--- config.mk ---
export PLATFORM = sky130hd
export DESIGN_NAME = dmem_arbiter
export DESIGN_NICKNAME = d
export VERILOG_FILES = /design/src/rtl/dmem_arbiter.sv
export SDC_FILE = /design/constraint.sdc
export NUM_CORES = 1
export LEC_CHECK = 0
export CORE_AREA = 3 3 114 116
export DETAILED_ROUTE_END_ITERATION = 16
export DIE_AREA = 0 0 117 119
export DONT_BUFFER_PORTS = 1
export PLACE_DENSITY = 0.43
export SLEW_MARGIN = 20
export SYNTH_ARGS = -nofsm -noshare
export SYNTH_HDL_FRONTEND = slang
export SYNTH_SLANG_ARGS = --single-unit
--- constraint.sdc ---
create_clock -name clk -period 1.8 [get_ports clk]
set_clock_uncertainty 0.05 [all_clocks]
set_input_delay 0.45 -clock clk [delete_from_list [all_inputs] [get_ports clk]]
set_output_delay 0.45 -clock clk [all_outputs]
set_load 0.02 [all_outputs]
--- src/rtl/dmem_arbiter.sv ---
// dmem_arbiter
// Arbitrates CPU and host (loader) requests onto one single-port data memory.
// Each access takes three cycles: arbitrate (IDLE), present address (ACCESS),
// return data and acknowledge the owner (RESP).
// Contested arbitration goes to the CPU. Defining DMEM_ARB_STARVE_EN adds an
// 8-bit host_wait counter, so the host wins one contest after losing
// STARVE_LIMIT contests in a row.
//
// state  | meaning
// IDLE   | no access in flight, arbitrate requests at the next edge
// ACCESS | latched address/data on the memory bus, m_wr follows latched wr
// RESP   | memory data valid, one-cycle ack plus rdata to the owner

module dmem_arbiter #(
    parameter int BUS_WIDTH    = 32,
    parameter int STARVE_LIMIT = 4
) (
    input  logic                 clk,
    input  logic                 reset,
    input  logic                 c_req,
    input  logic                 c_wr,
    input  logic [BUS_WIDTH-1:0] c_addr,
    input  logic [BUS_WIDTH-1:0] c_wdata,
    output logic                 c_ack,
    output logic [BUS_WIDTH-1:0] c_rdata,
    input  logic                 h_req,
    input  logic                 h_wr,
    input  logic [BUS_WIDTH-1:0] h_addr,
    input  logic [BUS_WIDTH-1:0] h_wdata,
    output logic                 h_ack,
    output logic [BUS_WIDTH-1:0] h_rdata,
    output logic                 m_wr,
    output logic [BUS_WIDTH-1:0] m_addr,
    output logic [BUS_WIDTH-1:0] m_wdata,
    input  logic [BUS_WIDTH-1:0] m_rdata,
    output logic                 busy
);

    localparam logic [1:0] IDLE   = 2'd0;
    localparam logic [1:0] ACCESS = 2'd1;
    localparam logic [1:0] RESP   = 2'd2;

    generate
        if (STARVE_LIMIT < 1 || STARVE_LIMIT > 255) begin : g_bad_limit
            $error("dmem_arbiter: STARVE_LIMIT must be in 1..255");
        end
    endgenerate

    logic [1:0] state;
    logic       wr_q;
    logic       owner;       // 0 = CPU, 1 = host
    logic       grant_host;

`ifdef DMEM_ARB_STARVE_EN
    logic [7:0] host_wait;

    // Host wins when alone, or in a contest once it has waited STARVE_LIMIT times
    always_comb begin
        grant_host = h_req && (!c_req || (host_wait == 8'(STARVE_LIMIT)));
    end

    // Count contested arbitrations lost by the host; any host grant clears it
    always_ff @(posedge clk) begin
        if (reset) begin
            host_wait <= 8'd0;
        end else if (state == IDLE && (c_req || h_req)) begin
            if (grant_host) begin
                host_wait <= 8'd0;
            end else if (h_req) begin
                host_wait <= host_wait + 8'd1;
            end
        end
    end
`else
    // Strict CPU priority: host wins only when the CPU is not requesting
    always_comb begin
        grant_host = h_req && !c_req;
    end
`endif

    // Sequencer and request latch; reset drops any in-flight access without ack
    always_ff @(posedge clk) begin
        if (reset) begin
            state   <= IDLE;
            wr_q    <= 1'b0;
            owner   <= 1'b0;
            m_addr  <= '0;
            m_wdata <= '0;
        end else begin
            case (state)
                IDLE: begin
                    if (c_req || h_req) begin
                        state   <= ACCESS;
                        owner   <= grant_host;
                        wr_q    <= grant_host ? h_wr    : c_wr;
                        m_addr  <= grant_host ? h_addr  : c_addr;
                        m_wdata <= grant_host ? h_wdata : c_wdata;
                    end
                end
                ACCESS:  state <= RESP;
                RESP:    state <= IDLE;
                default: state <= IDLE;
            endcase
        end
    end

    // Decode memory strobe, acks and gated read data from the current state
    always_comb begin
        busy    = (state != IDLE);
        m_wr    = (state == ACCESS) && wr_q;
        c_ack   = (state == RESP) && !owner;
        h_ack   = (state == RESP) && owner;
        c_rdata = c_ack ? m_rdata : '0;
        h_rdata = h_ack ? m_rdata : '0;
    end

endmodule
# Yosys cells after proc, flatten, opt, wreduce, memory -nomap -nowiden
# Cells that the tools add are included.
# classes
eq_ne,3
muxes,7
n_reduce_logical,10
# op_table
cell,count
2-to-1 mux 32 bit,4
logical AND 1 bit,4
case mux 2 bit (2 select lines),1
equality test 2 x 1 -> 1 bit (second input constant),1
equality test 2 bit (second input constant),1
logical NOT 1 bit,2
logical NOT 2 bit,1
2-to-1 mux 2 bit,1
!= test 2 bit (second input constant),1
AND reduction 2 bit,1
nonzero test 2 bit,1
logical OR 1 bit,1
2-to-1 mux 1 bit,1
# word_totals
ff_bits,68
input_bits,166

# Depth between registers and ports, before layout
# logic_depth
ltp_word,3
mapped_depth,6

# Worst setup path after synthesis
# No wires, ideal clock.
# synth_timing
kind,register -> output
from,reg state[1]
to,out h_rdata[22]
arrival_ps,1259
t_required_ps,1300
setup_slack_ps,41
path_stages_with_launch,4
n_path_buf,1
cell_sequence,dfxtp_1 and3b_1 clkbuf_1 and2_1
# synth_between
elab_chain_cells,3
# synth_lines
element,line,rtl
"start, declared",49,logic [1:0] state;
"start signal, assigned",84,state <= IDLE;
"start signal, assigned",93,state <= ACCESS;
"start signal, assigned",100,ACCESS: state <= RESP;
equality test 2 bit,112,h_ack = (state == RESP) && owner;
logical AND 1 bit,112,
named net h_ack,30,"output logic h_ack,"
2-to-1 mux 32 bit,114,h_rdata = h_ack ? m_rdata : '0;
"end, declared",31,"output logic [BUS_WIDTH-1:0] h_rdata,"
# The timed path passes the listed nets, and every way through them passes these cells.

# Worst setup path after layout
# layout_timing
from,reg state[0]
to,out h_rdata[10]
# layout_between
elab_chain_cells,3
# layout_lines
element,line
equality test 2 bit,112
logical AND 1 bit,112
2-to-1 mux 32 bit,114
# No other way between the ends.

==> impl_metrics.py <==
metrics = {
    "outcome": {
        "status": "complete, but fails checks",
        "violations": "negative setup slack",
    },
    "clock_network": {
        "postCtsSetupBuffers": 0,
        "cts_root_buf": "clkbuf_16",
        "insertion_delay_ns": 0.32,
        "cts_sinks": 68,
        "clockBufferDepth": 2,
        "cts_max_level": 3,
        "cts_buffers": 9,
        "tritoncts": "built",
        "holdBufCountCts": 0,
        "path_clk_slew_ns": 0.06,
    },
    "yosys": {
        "synthTopCellsByCount": "nand2_1 (131), dfxtp_1 (68), a21oi_1 (66)",
        "synth_top_area_cell": "dfxtp_1",
        "ys_types": 20,
        "synth_edf_count": 0,
        "yosysTopAreaCellShare": 0.383,
        "synth-seq-area-share": 0.383,
        "mappedNetlistArea_sq_mm": 0.00355,
        "synthArstFlopShare": 0,
        "ys_ff_latch": 68,
        "synthTopCellsByArea": "dfxtp_1 (38%), nand2_1 (14%), a311oi_1 (14%), and2_1 (11%), a21oi_1 (9.3%)",
        "synth_fp_nets": 622,
        "ys.flop_type": "dfxtp_1",
        "postSynthCellCount": 456,
        "synth.most_common_cell": "nand2_1",
        "synth.avg_cell_area_sq_um": 7.79,
        "yosys_warnings": 0,
    },
    "detailed_routing": {
        "ant_nets": 0,
        "first_pass_iters": 4,
        "wl_met1_um": 4880,
        "totalWireLength_um": 13400,
        "drc_errors": 0,
        "wl_met2_um": 6900,
        "via_per_inst": 5.83,
        "top_layer_used": "met5",
        "drtIter0Drc": 153,
        "vias": 3417,
        "wl_per_cell_um": 22.9,
        "route.met3.wl_um": 1330,
    },
    "worst_setup_path": {
        "crit_type": "reg2out",
        "worstPathRequired_ns": 1.30,
        "r2r_cells": 6,
        "cp.arrival_ns": 1.38,
        "cp_max_fo": 18,
        "critPathCaptureType": "output port",
        "startpoint_type": "flop",
    },
    "global_route": {
        "antenna_found_initial": 1,
        "grt_max_degree": 69,
        "grt.total_usage": 0.177,
        "overflow": 0,
        "grt_pass1_vias": 3181,
        "grt_pass1_wl_um": 18900,
    },
    "die": {
        "die_h_um": 119,
        "coreArea_sq_mm": 0.0120,
        "start_util": 0.296,
        "die_w_um": 117,
        "ios": 298,
        "row_count": 40,
        "die_area_sq_mm": 0.0139,
    },
    "timing": {
        "hold_viol": 0,
        "relSlewSlack": 0.704,
        "setup_viol": 64,
        "fmax_mhz": 531,
        "tightest_slew_ns": 0.443,
        "post-route-period-util": 1.05,
        "hold_slack_ns": 0.136,
        "layout_setup_ws_ns": -0.0849,
        "slew_violations": 0,
        "period_minus_slack_ns": 1.88,
        "rsz0062_at_grt": "yes",
    },
    "worst_hold_path": {
        "hold_path_class": "in2reg",
        "hold_depth": 1,
    },
    "final_layout": {
        "area_growth_pct": 15.9,
        "drive_above_1_share": 0.262,
        "nFillCells": 1287,
        "nets": 600,
        "fin_area_sq_mm": 0.00412,
        "diodes": 0,
    },
    "placed_design": {
        "post-place-ws_ns": 0.177,
        "placed_cell_area_sq_mm": 0.00368,
        "gp_congestion": 0.722,
        "io_buffers": 0,
        "place_hpwl_um": 9690,
    },
    "power_and_ir_drop": {
        "peakVddDrop_mv": 0.481,
        "p_leak_nw": 1.58,
        "powerDensity_mw_per_mm2": 1090,
        "power_w": 0.00449,
    },
    "flow_run": {
        "cap_viol_max_count": 0,
    },
}
## metal layers
layer | global-route usage | vias up
met3 | 0.0630 | 22
met5 | 0 | -
met2 | 0.312 | 189
met1 | 0.191 | 1646
met4 | 0.0688 | 2
li1 | - | 1558
## kinds of logic (layout without fill, tap and decap cells)
group,after synthesis,count (layout),synth area share
flip-flops,68,68,0.383
AO/OA/AOI/OAI,132,132,0.272
buffers and inverters,50,33,0.0701
AND/OR/NAND/NOR,206,206,0.274
## per-stage QoR
| step | std cells | utilization | TNS, ns |
|---|---|---|---|
| 2_1_floorplan | 456 | - | 0 |
| 3_3_place_gp | 569 | 0.306 | 0 |
| 3_5_place_dp | 569 | 0.306 | 0 |
| 4_1_cts | 585 | 0.338 | -4.23 |
| 5_1_grt | 586 | 0.343 | -7.07 |
| 6_report | 586 | 0.343 | -2.73 |
## timing repair
action | 4_1_cts | 5_1_grt
gates cloned | 0 | 1
setup endpoints to repair | 64 | 64
resized for setup | 67 | 18
## cell type report
class / instances / area, sq um / area share
inverters: 1 / 3.75 / 0.000912
clock buffers: 12 / 256 / 0.0623
multi-input cells: 338 / 2050 / 0.499
repair buffers: 16 / 204 / 0.0495
clock inverters: 4 / 47.5 / 0.0116
well taps: 147 / 184 / 0.0447
flip-flops and latches: 68 / 1370 / 0.332
## critical path, cell delays in order (launching register included)
cell and delay [ns]:
dfxtp_4 0.36, and3b_2 0.29, buf_12 0.16, and2_4 0.15, buf_6 0.11
## final timing paths
check                        startpoint                       end  slack [ns]
setup reg to reg  state[1]$_SDFFE_PP0P_  m_wdata[11]$_SDFFE_PP0P_        0.20
hold / removal                    reset   m_wdata[1]$_SDFFE_PP0P_        0.14
hold reg to reg      owner$_SDFFE_PP0P_        owner$_SDFFE_PP0P_        0.45
setup / recovery  state[0]$_SDFFE_PP0P_               h_rdata[10]       -0.08
## cells in the final DEF (no fill, tap or decap), types with 5 or more instances in the layout
master	Yosys	routed
a311oi_1	55	55
and2_2	0	47
and2_4	0	17
a21oi_1	66	66
nand2_1	131	131
dfxtp_1	68	66
buf_4	8	9
clkbuf_16	0	10
buf_12	0	5
a311oi_2	10	10
## sequential cells by signal, summed over array words and instances (netlist names)
name	flops
wr_q	1
m_wdata	32
state	2
owner	1
m_addr	32
## power breakdown
| part | switching [W] | leakage [nW] | internal, W |
|---|---|---|---|
| Sequential | 0.000334 | 0.566 | 0.00168 |
| Combinational | 0.000409 | 0.868 | 0.000259 |
| Clock | 0.000660 | 0.149 | 0.00114 |
| Total | 0.00140 | 1.58 | 0.00308 |
Note: power is estimated with default switching activity, not from simulation.
